### src/rtl/rst_seq_pkg.sv
// Shared types for the reset sequencer: FSM states, reset-cause encodings
// and a counter sizing helper.
package rst_seq_pkg;

  typedef enum logic [1:0] {
    ASSERT  = 2'd0,
    RELEASE = 2'd1,
    RUN     = 2'd2
  } state_t;

  typedef enum logic [1:0] {
    CAUSE_RST  = 2'b00,
    CAUSE_SW   = 2'b01,
    CAUSE_WDOG = 2'b10
  } cause_t;

  function automatic int unsigned max3(input int unsigned a, input int unsigned b,
                                       input int unsigned c);
    int unsigned m;
    m = (a > b) ? a : b;
    return (m > c) ? m : c;
  endfunction

endpackage

### src/rtl/rst_seq_wdog.sv
// Watchdog for the reset sequencer: counts RUN cycles since the last kick and
// flags expiry one cycle ahead of the edge that re-asserts the outputs.
module rst_seq_wdog #(
  parameter int unsigned WDOG_CYCLES = 1024
) (
  input  logic CLK,
  input  logic RST,
  input  logic run,
  input  logic kick,
  output logic expire_c
);

  localparam int unsigned W_W = $clog2(WDOG_CYCLES + 1);

  logic [W_W-1:0] wcnt;

  always_ff @(posedge CLK) begin
    if (RST || !run || kick) wcnt <= '0;
    else                     wcnt <= wcnt + W_W'(1);
  end

  assign expire_c = run && !kick && (wcnt == W_W'(WDOG_CYCLES - 1));

endmodule

### src/rtl/rst_sequencer.sv
// Reset sequencer: holds all active-low outputs low for MIN_ASSERT cycles, then
// releases them in index order GAP cycles apart. Watchdog under RST_SEQ_WDOG_EN.
module rst_sequencer
  import rst_seq_pkg::*;
#(
  parameter int unsigned NUM_OUTS    = 3,
  parameter int unsigned MIN_ASSERT  = 16,
  parameter int unsigned GAP         = 8,
  parameter int unsigned WDOG_CYCLES = 1024
) (
  input  logic                CLK,
  input  logic                RST,
  input  logic                SW_RST_REQ,
  output logic                SW_RST_ACK,
  input  logic                WDOG_KICK,
  output logic [NUM_OUTS-1:0] RST_OUT,
  output logic                SEQ_DONE,
  output logic [1:0]          RST_CAUSE
);

  localparam int unsigned CNT_W = $clog2(max3(MIN_ASSERT, GAP, WDOG_CYCLES) + 1);
  localparam int unsigned IDX_W = $clog2(NUM_OUTS + 1);

  if (NUM_OUTS < 1) begin : g_bad_num_outs
    $error("rst_sequencer: NUM_OUTS must be >= 1");
  end
  if (MIN_ASSERT < 2) begin : g_bad_min_assert
    $error("rst_sequencer: MIN_ASSERT must be >= 2");
  end
  if (GAP < 1) begin : g_bad_gap
    $error("rst_sequencer: GAP must be >= 1");
  end

  state_t             state;
  logic [CNT_W-1:0]   cnt;
  logic [IDX_W-1:0]   idx;
  logic               start_q;
  logic               expire_c;

`ifdef RST_SEQ_WDOG_EN
  rst_seq_wdog #(
    .WDOG_CYCLES(WDOG_CYCLES)
  ) u_wdog (
    .CLK      (CLK),
    .RST      (RST),
    .run      (state == RUN),
    .kick     (WDOG_KICK),
    .expire_c (expire_c)
  );
`else
  logic unused_kick;
  assign unused_kick = WDOG_KICK;
  assign expire_c    = 1'b0;
`endif

  // The first edge after RST drops is treated like a request-acceptance edge,
  // so both paths release RST_OUT[i] at MIN_ASSERT + (i+1)*GAP edges later.
  always_ff @(posedge CLK) begin
    if (RST) begin
      state      <= ASSERT;
      cnt        <= '0;
      idx        <= '0;
      start_q    <= 1'b1;
      RST_OUT    <= '0;
      SEQ_DONE   <= 1'b0;
      SW_RST_ACK <= 1'b0;
      RST_CAUSE  <= CAUSE_RST;
    end else begin
      SW_RST_ACK <= 1'b0;
      start_q    <= 1'b0;
      if (SW_RST_REQ || expire_c) begin
        state      <= ASSERT;
        cnt        <= '0;
        idx        <= '0;
        RST_OUT    <= '0;
        SEQ_DONE   <= 1'b0;
        SW_RST_ACK <= SW_RST_REQ;
        RST_CAUSE  <= SW_RST_REQ ? CAUSE_SW : CAUSE_WDOG;
      end else begin
        case (state)
          ASSERT: begin
            if (start_q) begin
              cnt <= '0;
            end else if (cnt == CNT_W'(MIN_ASSERT - 1)) begin
              state <= RELEASE;
              cnt   <= '0;
              idx   <= '0;
            end else begin
              cnt <= cnt + CNT_W'(1);
            end
          end
          RELEASE: begin
            if (cnt == CNT_W'(GAP - 1)) begin
              RST_OUT[idx] <= 1'b1;
              cnt          <= '0;
              idx          <= idx + IDX_W'(1);
              if (idx == IDX_W'(NUM_OUTS - 1)) begin
                SEQ_DONE <= 1'b1;
                state    <= RUN;
              end
            end else begin
              cnt <= cnt + CNT_W'(1);
            end
          end
          RUN: ;
          default: state <= ASSERT;
        endcase
      end
    end
  end

endmodule
### config.mk
export PLATFORM = sky130hd
export DESIGN_NAME = rst_sequencer
export DESIGN_NICKNAME = d
export VERILOG_FILES = /design/src/rtl/rst_seq_pkg.sv /design/src/rtl/rst_seq_wdog.sv /design/src/rtl/rst_sequencer.sv
export SDC_FILE = /design/constraint.sdc
export NUM_CORES = 1
export LEC_CHECK = 0
export BUFFER_PORTS_ARGS = -buffer_cell sky130_fd_sc_hd__buf_2
export CAP_MARGIN = 15
export CORE_ASPECT_RATIO = 1.2
export CORE_MARGIN = 2
export CORE_UTILIZATION = 55
export CTS_BUF_LIST = sky130_fd_sc_hd__clkbuf_16
export CTS_CLUSTER_DIAMETER = 30
export DETAILED_ROUTE_END_ITERATION = 8
export PLACE_DENSITY = 0.81
export RECOVER_POWER = 25
export SYNTH_ARGS = -nofsm -noshare
export SYNTH_HDL_FRONTEND = slang
export SYNTH_SLANG_ARGS = --single-unit
### constraint.sdc
create_clock -name CLK -period 4.1 [get_ports CLK]
set_input_delay 0.41 -clock CLK [delete_from_list [all_inputs] [get_ports CLK]]
set_output_delay 0.41 -clock CLK [all_outputs]
set_load 0.03 [all_outputs]
==> impl_metrics.env <==
export IMPL_outcome="complete, no violations"
export IMPL_numCtsBuffers=3
export IMPL_cp_required_ns=4.23
export IMPL_crit_family="simple AND/OR/NAND/NOR gates"
export IMPL_die_w_um=45.7
export IMPL_start_kind="flip-flop"
export IMPL_cts_root_buf="clkbuf_16"
export IMPL_post_synth_inst_count=142
export IMPL_synth_top_family_by_area="simple AND/OR/NAND/NOR gates"
export IMPL_cp_slowest_stage_delay_ns=0.63
export IMPL_final_common_cell="dfxtp_1"
export IMPL_cp_arrival_ns=2.28
export IMPL_synth_xor_area_frac=0.0381
export IMPL_yosysTopAreaCellShare=0.383
export IMPL_diodes=0
export IMPL_antenna_found_initial=0
export IMPL_ios=11
export IMPL_fmax_mhz=465
export IMPL_grt_overflow_total=0
export IMPL_via_count=981
export IMPL_instances_no_fill=163
export IMPL_ys_seq_area_frac=0.383
export IMPL_grt_pass1_vias=885
export IMPL_ant_nets=0
export IMPL_async_reset_ff_frac=0
export IMPL_cts_setup_buffers=0
export IMPL_report_final_setup_viol=0
export IMPL_syn_area_per_cell_um2=8.09
export IMPL_cts_tree="yes"
export IMPL_ys_top_cells_by_area="dfxtp_1 (38%), nand3_1 (5.2%), nand2_1 (4.6%)"
export IMPL_synthAdderAreaFrac=0.0436
export IMPL_cts_resized=0
export IMPL_nets=152
export IMPL_crit_chain="or4_1 -> or3_1 -> o21ai_0 -> o211ai_1"
export IMPL_p_leak_uw=0.000439
export IMPL_synth_seq_cells=22
export IMPL_htree_levels=1
export IMPL_drt_total_wl_mm=2.22
export IMPL_rows=18
export IMPL_max_cap_violations=0
export IMPL_layout_common_cells="dfxtp_1 (22), nand2_1 (14), nor2_1 (14), nand3_1 (12), o211ai_1 (7)"
export IMPL_slowest_stage="or4_1"
export IMPL_drtPass1Iterations=4
export IMPL_fin_crit_ns=2.15
export IMPL_design_core_area_um2=2030
export IMPL_cts_sinks=22
export IMPL_dp_worst_setup_slack_ns=1.98
export IMPL_slew_viol_final=0
export IMPL_synthFlopType="dfxtp_1"
export IMPL_start_util=0.567
export IMPL_gp_congestion=0.800
export IMPL_cts_reportedPaths_clkPinSlew_ns=0.06
export IMPL_syn_nets=150
export IMPL_ys_types=38
export IMPL_rsz0062_at_grt="false"
export IMPL_io_buffers=8
export IMPL_hp_class="in2reg"
export IMPL_remaining_drc_errors=0
export IMPL_wl_per_cell_um=13.6
export IMPL_areaGrowthSynthToFinish_pct=10.0
export IMPL_dp_hpwl_mm=1.60
export IMPL_die_h_um=54.1
export IMPL_yosys_mux_area_fraction=0.00980
export IMPL_fin_util=0.623
export IMPL_grt_pass1_wl_mm=3.66
export IMPL_dp_cells=159
export IMPL_cp_buffers_inverters=0
export IMPL_final_layout_size_suffix_gt1_frac=0.0699
export IMPL_clk_path_buf_depth=2
export IMPL_synthSimpleGateAreaFrac=0.347
export IMPL_via_per_inst=6.02
export IMPL_post_route_period_util=0.524
export IMPL_fin_skew_ns=0.00146
export IMPL_tns_ns=0
export IMPL_slew_headroom=0.546
export IMPL_synth_compound_area_frac=0.126
export IMPL_tightest_slew_ns=0.681
export IMPL_crit_type="reg2reg"
export IMPL_synth_edff_count=0
export IMPL_path_max_fanout=7
export IMPL_hold_buffers=0
export IMPL_yosysTopAreaCell="dfxtp_1"
export IMPL_yosysWarnings=0
export IMPL_drt_iter0_markers=15
export IMPL_end_kind="flip-flop"
export IMPL_hold_viol=0
export IMPL_hold_ws_ns=0.325
export IMPL_grt_max_degree=22
export IMPL_die_area_um2=2470
export IMPL_vdd_drop_max_v=0.000237
export IMPL_fillerInstances=175
export IMPL_syn_area_um2=1150
export IMPL_power_density_nw_per_um2=400
export IMPL_fin_ws_ns=1.95
export IMPL_clock_latency_ns=0.26
export IMPL_track_usage=0.210
## cell usage after synthesis, types with 2 or more instances
| master | count |
|---|---|
| nor2_1 | 14 |
| nand4_1 | 2 |
| nand2_1 | 14 |
| nor2b_1 | 3 |
| o21a_1 | 3 |
| nand3_1 | 12 |
| nor4_1 | 4 |
| dfxtp_1 | 22 |
| buf_2 | 2 |
| nand2b_1 | 3 |
| and3_1 | 4 |
| o211ai_1 | 7 |
| o21ai_0 | 3 |
| a21oi_1 | 6 |
| nor3_1 | 2 |
| xor2_1 | 4 |
| ha_1 | 4 |
| or3_1 | 3 |
| or4_1 | 4 |
| clkbuf_1 | 7 |
| inv_1 | 2 |
## sequential cells by signal (all words and copies together), names as in the netlist
name,count
state,2
SW_RST_ACK,1
cnt,11
idx,2
SEQ_DONE,1
start_q,1
RST_CAUSE,1
RST_OUT,3
## worst paths after layout
path,start,to,slack [ns],cells past startpoint
setup reg to reg,cnt[4],cnt[4],1.95,4
setup / recovery,cnt[4],cnt[4],1.95,4
hold / removal,RST,start_q,0.32,1
hold reg to reg,RST_OUT[2],RST_OUT[2],0.47,1
## cell type report
| class | count | area, µm² | share of cell area |
|---|---|---|---|
| clock inverter | 1 | 30.0 | 0.0238 |
| sequential | 22 | 440 | 0.349 |
| multi-input combinational | 107 | 653 | 0.517 |
| tap | 20 | 25.0 | 0.0198 |
| clock buffer | 3 | 75.1 | 0.0594 |
| timing repair buffer | 8 | 32.5 | 0.0257 |
| inverter | 2 | 7.51 | 0.00594 |
## metrics by stage
step / area, µm² / total power [µW]
2_1_floorplan: 1150 / 232
3_3_place_gp: 1170 / 235
3_5_place_dp: 1170 / 236
4_1_cts: 1270 / 509
5_1_grt: 1260 / 521
6_report: 1260 / 505
## routing by layer
metal | up-vias | track usage | part of all wire
met4 | 0 | 0.133 | 0.022
met2 | 17 | 0.333 | 0.49
met1 | 457 | 0.246 | 0.45
met5 | - | 0 | 0
li1 | 502 | - | -
met3 | 5 | 0.0570 | 0.035
## worst reg2reg max path: cells and delay by family, from the launching register on
family          cells  cell delay, ns
compound gates      2            0.52
flops               1            0.37
simple gates        2            1.14
## report_power, final
group	leakage (µW)	internal (µW)	switching (µW)	total, µW
logic	0.000209	3.66	9.82	13.5
registers	0.000178	216	1.42	217
clock network	0.0000511	194	80.3	274
total	0.000439	414	91.6	505
## cell families after synthesis
| family | count (synthesis) |
|---|---|
| buf+inv | 13 |
| simple gates | 74 |
| mux | 1 |
| fa+ha+maj | 4 |
| flops | 22 |
| other cells | 1 |
| compound gates | 22 |
| xor+xnor | 5 |
Power figures use the tool's default switching activity.
